File: src/rtl/fp_to_int_cvt_pipe.sv
`default_nettype none
// ============================================================================
// Module   : fp_to_int_cvt_pipe
// Purpose  : Two-stage pipelined IEEE-754 float to integer converter
//            (FCVT.W.S / FCVT.WU.S semantics). Supports all five rounding modes,
//            saturation, and NV/NX flags. Valid/ready on both sides, with the
//            ROB tag carried alongside each operation and a flush that kills
//            in-flight work.
// Ports    : clk, rst           - clock, synchronous active-high reset
//            flush              - kill everything in flight (plus the offered op)
//            in_valid/in_ready  - input handshake
//            in_data            - float operand {sign, exponent, fraction}
//            in_rm              - rounding mode (RNE,RTZ,RDN,RUP,RMM; 101..111 = RTZ)
//            in_unsigned        - 1: unsigned result, 0: signed result
//            in_tag             - ROB tag
//            out_valid/out_ready- output handshake
//            out_data           - integer result
//            out_fflags         - {NV,DZ,OF,UF,NX}
//            out_tag            - tag of the result
// Revision : 1.0 - initial release
// ============================================================================
module fp_to_int_cvt_pipe #(
  parameter int EXP_W = 8,
  parameter int MAN_W = 23,
  parameter int INT_W = 32,
  parameter int TAG_W = 6
) (
  input  logic                   clk,
  input  logic                   rst,
  input  logic                   flush,
  input  logic                   in_valid,
  output logic                   in_ready,
  input  logic [EXP_W+MAN_W:0]   in_data,
  input  logic [2:0]             in_rm,
  input  logic                   in_unsigned,
  input  logic [TAG_W-1:0]       in_tag,
  output logic                   out_valid,
  input  logic                   out_ready,
  output logic [INT_W-1:0]       out_data,
  output logic [4:0]             out_fflags,
  output logic [TAG_W-1:0]       out_tag
);

  localparam int BIAS = (1 << (EXP_W - 1)) - 1;
  // Fraction bits kept after alignment: enough to hold the whole significand
  // when the unbiased exponent is -1 (value in [0.5, 1)).
  localparam int FB   = MAN_W + 1;
  localparam int AW   = INT_W + 1 + FB;
  localparam int SHW  = $clog2(INT_W + 2);

  localparam logic [2:0] RM_RNE = 3'd0;
  localparam logic [2:0] RM_RTZ = 3'd1;
  localparam logic [2:0] RM_RDN = 3'd2;
  localparam logic [2:0] RM_RUP = 3'd3;
  localparam logic [2:0] RM_RMM = 3'd4;

  // Magnitude limits, INT_W+2 bits wide to match the rounded magnitude.
  localparam logic [INT_W+1:0] SMAX_MAG = {3'b000, {(INT_W-1){1'b1}}};
  localparam logic [INT_W+1:0] SMIN_MAG = {3'b001, {(INT_W-1){1'b0}}};
  localparam logic [INT_W+1:0] ULIM_MAG = {2'b01,  {INT_W{1'b0}}};

  localparam logic [INT_W-1:0] RES_SMAX = {1'b0, {(INT_W-1){1'b1}}};
  localparam logic [INT_W-1:0] RES_SMIN = {1'b1, {(INT_W-1){1'b0}}};
  localparam logic [INT_W-1:0] RES_UMAX = {INT_W{1'b1}};

  // --------------------------------------------------------------------------
  // Handshake / pipeline control
  // --------------------------------------------------------------------------
  logic s1_valid_q, s1_valid_d;
  logic s2_valid_q, s2_valid_d;
  logic s2_free, s1_free, in_fire, s1_adv;

  always_comb begin
    s2_free    = !s2_valid_q || out_ready;
    s1_free    = !s1_valid_q || s2_free;
    in_fire    = in_valid && s1_free && !flush;
    s1_adv     = s1_valid_q && s2_free;
    s1_valid_d = s1_valid_q;
    s2_valid_d = s2_valid_q;
    if (flush) begin
      s1_valid_d = 1'b0;
      s2_valid_d = 1'b0;
    end else begin
      if (s1_free) s1_valid_d = in_valid;
      if (s2_free) s2_valid_d = s1_valid_q;
    end
  end

  assign in_ready = s1_free;

  // --------------------------------------------------------------------------
  // Stage 1: unpack, classify, align
  // --------------------------------------------------------------------------
  logic                 in_sign;
  logic [EXP_W-1:0]     in_exp;
  logic [MAN_W-1:0]     in_frac;
  logic                 exp_max, exp_zero, frac_zero;
  logic                 is_nan_d, is_inf_d, is_zero_d, ovf_d;
  logic [MAN_W:0]       mant;
  logic signed [31:0]   unb_exp;
  logic [SHW-1:0]       sh;
  logic [AW-1:0]        aligned;
  logic [INT_W:0]       int_d;
  logic                 g_d, s_d;
  logic [2:0]           rm_d;

  assign in_sign = in_data[EXP_W+MAN_W];
  assign in_exp  = in_data[EXP_W+MAN_W-1:MAN_W];
  assign in_frac = in_data[MAN_W-1:0];

  always_comb begin
    exp_max   = &in_exp;
    exp_zero  = ~|in_exp;
    frac_zero = ~|in_frac;
    is_nan_d  = exp_max && !frac_zero;
    is_inf_d  = exp_max && frac_zero;
    is_zero_d = exp_zero && frac_zero;
    // Hidden bit only for normals; subnormals land in the "below one half"
    // path below because their biased exponent is zero.
    mant      = {!exp_zero, in_frac};
    unb_exp   = $signed(32'(in_exp)) - BIAS;
    sh        = '0;
    aligned   = '0;
    int_d     = '0;
    g_d       = 1'b0;
    s_d       = 1'b0;
    ovf_d     = 1'b0;
    if (!(is_nan_d || is_inf_d || is_zero_d)) begin
      if (unb_exp > INT_W) begin
        ovf_d = 1'b1;
      end else if (unb_exp < -1) begin
        // Nonzero magnitude strictly below one half: only sticky survives.
        s_d = 1'b1;
      end else begin
        sh      = SHW'(unb_exp + 1);
        aligned = AW'(mant) << sh;
        int_d   = aligned[AW-1:FB];
        g_d     = aligned[FB-1];
        s_d     = |aligned[FB-2:0];
      end
    end
    rm_d = (in_rm > RM_RMM) ? RM_RTZ : in_rm;
  end

  logic             s1_sign_q, s1_nan_q, s1_inf_q, s1_ovf_q;
  logic [INT_W:0]   s1_int_q;
  logic             s1_g_q, s1_s_q, s1_uns_q;
  logic [2:0]       s1_rm_q;
  logic [TAG_W-1:0] s1_tag_q;

  // --------------------------------------------------------------------------
  // Stage 2: round, negate, saturate, flags
  // --------------------------------------------------------------------------
  logic             inc;
  logic [INT_W+1:0] mag;
  logic [INT_W-1:0] res_d;
  logic             nv_d, nx_d;
  logic [4:0]       flags_d;

  always_comb begin
    case (s1_rm_q)
      RM_RNE:  inc = s1_g_q && (s1_int_q[0] || s1_s_q);
      RM_RTZ:  inc = 1'b0;
      RM_RDN:  inc = s1_sign_q && (s1_g_q || s1_s_q);
      RM_RUP:  inc = !s1_sign_q && (s1_g_q || s1_s_q);
      RM_RMM:  inc = s1_g_q;
      default: inc = 1'b0;
    endcase
    mag = {1'b0, s1_int_q} + {{(INT_W+1){1'b0}}, inc};

    res_d = '0;
    nv_d  = 1'b0;
    if (!s1_uns_q) begin
      if (s1_nan_q || (!s1_sign_q && (s1_inf_q || s1_ovf_q || mag > SMAX_MAG))) begin
        res_d = RES_SMAX;
        nv_d  = 1'b1;
      end else if (s1_sign_q && (s1_inf_q || s1_ovf_q || mag > SMIN_MAG)) begin
        res_d = RES_SMIN;
        nv_d  = 1'b1;
      end else if (s1_sign_q) begin
        // mag <= 2^(INT_W-1) here, so the truncated two's complement is exact.
        res_d = -mag[INT_W-1:0];
      end else begin
        res_d = mag[INT_W-1:0];
      end
    end else begin
      if (s1_nan_q || (!s1_sign_q && (s1_inf_q || s1_ovf_q || mag >= ULIM_MAG))) begin
        res_d = RES_UMAX;
        nv_d  = 1'b1;
      end else if (s1_sign_q && (s1_inf_q || s1_ovf_q || mag != '0)) begin
        res_d = '0;
        nv_d  = 1'b1;
      end else if (s1_sign_q) begin
        // Negative operand that rounded to zero: only inexact can be raised.
        res_d = '0;
      end else begin
        res_d = mag[INT_W-1:0];
      end
    end
    nx_d    = (s1_g_q || s1_s_q) && !nv_d;
    flags_d = {nv_d, 3'b000, nx_d};
  end

  logic [INT_W-1:0] s2_data_q;
  logic [4:0]       s2_flags_q;
  logic [TAG_W-1:0] s2_tag_q;

  // --------------------------------------------------------------------------
  // Registers
  // --------------------------------------------------------------------------
  always_ff @(posedge clk) begin
    if (rst) begin
      s1_valid_q <= 1'b0;
      s2_valid_q <= 1'b0;
      s1_sign_q  <= 1'b0;
      s1_nan_q   <= 1'b0;
      s1_inf_q   <= 1'b0;
      s1_ovf_q   <= 1'b0;
      s1_int_q   <= '0;
      s1_g_q     <= 1'b0;
      s1_s_q     <= 1'b0;
      s1_uns_q   <= 1'b0;
      s1_rm_q    <= '0;
      s1_tag_q   <= '0;
      s2_data_q  <= '0;
      s2_flags_q <= '0;
      s2_tag_q   <= '0;
    end else begin
      s1_valid_q <= s1_valid_d;
      s2_valid_q <= s2_valid_d;
      if (in_fire) begin
        s1_sign_q <= in_sign;
        s1_nan_q  <= is_nan_d;
        s1_inf_q  <= is_inf_d;
        s1_ovf_q  <= ovf_d;
        s1_int_q  <= int_d;
        s1_g_q    <= g_d;
        s1_s_q    <= s_d;
        s1_uns_q  <= in_unsigned;
        s1_rm_q   <= rm_d;
        s1_tag_q  <= in_tag;
      end
      // Output registers only change on advance, so they hold while stalled.
      if (s1_adv && !flush) begin
        s2_data_q  <= res_d;
        s2_flags_q <= flags_d;
        s2_tag_q   <= s1_tag_q;
      end
    end
  end

  assign out_valid  = s2_valid_q;
  assign out_data   = s2_data_q;
  assign out_fflags = s2_flags_q;
  assign out_tag    = s2_tag_q;

endmodule
`default_nettype wire

File: config.mk
export PLATFORM = sky130hd
export DESIGN_NAME = fp_to_int_cvt_pipe
export DESIGN_NICKNAME = d
export VERILOG_FILES = /design/src/rtl/fp_to_int_cvt_pipe.sv
export SDC_FILE = /design/constraint.sdc
export NUM_CORES = 1
export LEC_CHECK = 0
export BUFFER_PORTS_ARGS = -buffer_cell sky130_fd_sc_hd__buf_2
export CORE_UTILIZATION = 45
export CTS_CLUSTER_DIAMETER = 40
export DETAILED_ROUTE_END_ITERATION = 12
export GPL_ROUTABILITY_DRIVEN = 0
export PLACE_DENSITY = 0.64
export SLEW_MARGIN = 10
export SYNTH_ARGS = -nofsm -noshare
export SYNTH_HDL_FRONTEND = slang
export SYNTH_SLANG_ARGS = --single-unit
File: constraint.sdc
create_clock -name clk -period 6.8 [get_ports clk]
set_input_delay 0 -clock clk [delete_from_list [all_inputs] [get_ports clk]]
set_output_delay 0 -clock clk [all_outputs]
set_load 0.02 [all_outputs]
==> qor.yml <==
initial_core_util_pct: 46.70
die_x_um: 133.9
drtAntennaViolNets: 0
dp_hpwl_um: 16830
post_cts_buffers: 0
syn2layout_area_growth_pct: 11.78
cts-resized-gates: 0
max-slew-margin-rel_pct: 24.74
synth-seq-cells: 91
worstSetupEndpointType: "flop"
grt-ovfl-total: 0
finalHoldViolCount: 0
synth_top_area_share_pct: 23.27
fin_hold_ws_ns: 0.03499
detailedPlace.worstSlack_ns: 1.966
async_flop_share_pct: 0
p_per_area_nw_per_um2: 176.8
grt_pass1_vias: 7197
rsz0062_at_grt: "false"
worstRegToRegCells: 15
portBuffers: 88
setup_slack_ns: 1.904
cts.clk_slew.worst_paths_ns: 0.07
drt-pass1-iter-count: 5
crit_path_start: "s1_sign_q"
coreArea_um2: 16760
ir_worst_vdd_mv: 0.1238
ys_warn_count: 0
synth.cells.most_frequent: "nand2_1, nor2_1, dfxtp_1"
yosys_most_used_dff: "dfxtp_1"
h-tree-depth: 3
slew_viol_final: 0
whs_path_depth: 3
cts.sink_count: 91
yosysMostFrequentCell: "nand2_1"
antenna_found_initial: 0
gr-usage-all-layers_pct: 25.48
tns_ns: 0
die_h_um: 133.9
vias_per_cell: 6.093
routedWlPerCell_um: 17.52
synth_edf_count: 0
worstPathRequired_ns: 7.05
yosysSeqAreaShare_pct: 23.27
ys_types: 78
antenna_cells: 0
r2r-start: "s1_sign_q"
worstPathMaxFanout: 32
finClkSkew_ns: 0.007284
fillers: 1705
min_path_type: "primary input to flop"
max-cap-violations: 0
cts_root_buf: "clkbuf_16"
final_nets: 1130
drt_iter0_drc: 640
cts_buffers: 9
fmax_mhz: 204.2
grt_max_degree: 66
routed_wl_um: 22760
num_io_pins: 92
outcome: "finished, final reports clean"
cts_hold_buf: 16
drive_above_1_share_pct: 16.87
setup_viol: 0
r2r_slack_ns: 1.90
max-clock-path-buffers: 2
grt_pass1_wl_um: 36680
avgSynthCellArea_um2: 7.548
cts_tree: "done"
rows: 47
startpoint_type: "flop"
fin_util_pct: 52.21
die_area_um2: 17930
arrival_ns: 5.15
finalPower_mw: 1.547
path_class: "flop to flop"
period_minus_slack_ns: 4.896
p_leak_nw: 3.259
synth_top_area_cell: "dfxtp_1"
worstMarginPinSlew_ns: 1.128
drc_errors: 0
period_share_pct: 72.00
yosys-top-cells-area: "dfxtp_1, mux4_2, nand2_1"
vias: 7915
insertion_delay_ns: 0.36
min-delay-start: "in_rm[1]"
synth_area_um2: 7828
synth_cells: 1037
==> cell usage in the layout (no fill, tap or decap), drive strengths merged, types with 13 or more instances in the layout <==
master / instances
nand2: 129
buf: 100
nor2: 92
o21ai: 92
dfxtp: 91
a21oi: 77
nand3: 39
xnor2: 36
nor3: 36
mux2i: 32
nor4: 29
xor2: 28
a22oi: 24
mux4: 23
nand4: 23
dlygate4sd3: 16
inv: 16
mux2: 13
==> where the power goes <==
group          total [mW]  internal, mW  leakage, nW  switching, mW
combinational       0.439         0.171         2.37          0.269
sequential          0.556         0.543        0.736         0.0128
clock               0.551         0.325        0.157          0.226
==> layer usage <==
layer | up-vias | track usage (%) | share of wire, %
met5 | - | 0 | 0
met4 | 0 | 8.333 | 2.0
met3 | 32 | 3.590 | 5.2
met2 | 236 | 41.54 | 46
met1 | 3744 | 34.54 | 46
li1 | 3903 | - | -
==> cells by family (layout without fill, tap and decap cells) <==
logic type                 after synthesis  count (layout)  synth area share [%]
buffers and inverters                  105             145                 5.882
muxes                                   68              68                 12.58
adders and majority gates                9               9                 1.439
DFF                                     91              91                 23.27
xor gates and xnor gates                64              64                 7.161
AOI/OAI and AO/OA                      287             287                 23.34
and+or+nand+nor                        412             412                 26.28
other                                    1               3               0.04791
==> through the flow <==
step	instance area, um2	cells
2_1_floorplan	7835	1039
3_3_place_gp	8265	1267
3_5_place_dp	8265	1267
4_1_cts	8750	1299
5_1_grt	8750	1299
6_report	8750	1299
==> state kept, by name (all words and copies together), names as in the netlist <==
signal,cells
s1_int_q,33
out_data,32
out_tag,6
s1_tag_q,6
s1_rm_q,3
out_fflags,2
out_valid,1
s1_g_q,1
s1_inf_q,1
s1_nan_q,1
s1_ovf_q,1
s1_s_q,1
s1_sign_q,1
s1_uns_q,1
s1_valid_q,1
==> critical path, cell delays in order, from the launching register on <==
cell and delay (ns):
dfxtp_1 0.31, inv_1 0.37, nand3_1 0.11, o21ai_0 0.10, a21oi_1 0.08, nor2_1 0.15, ha_1 0.28, nand3_2 0.22
or4_1 0.74, nor4_1 0.45, mux2i_1 0.16, a21oi_1 0.22, or3_1 0.83, o22ai_1 0.19, a211o_1 0.35, a32o_1 0.20
==> cell type report <==
type | instances | area, um2 | area share, %
Multi-Input combinational cell | 843 | 5589 | 63.88
Sequential cell | 91 | 1822 | 20.82
Clock buffer | 9 | 225.2 | 2.574
Tap cell | 220 | 275.3 | 3.146
Clock inverter | 7 | 98.84 | 1.130
Inverter | 13 | 48.80 | 0.5577
Timing Repair Buffer | 116 | 690.7 | 7.894
==> worst paths after layout <==
path / to
min: s1_rm_q[0]
max: out_fflags[0]
max reg2reg: out_fflags[0]
min reg2reg: out_data[12]
No activity file was read; power rests on OpenSTA's default activity.
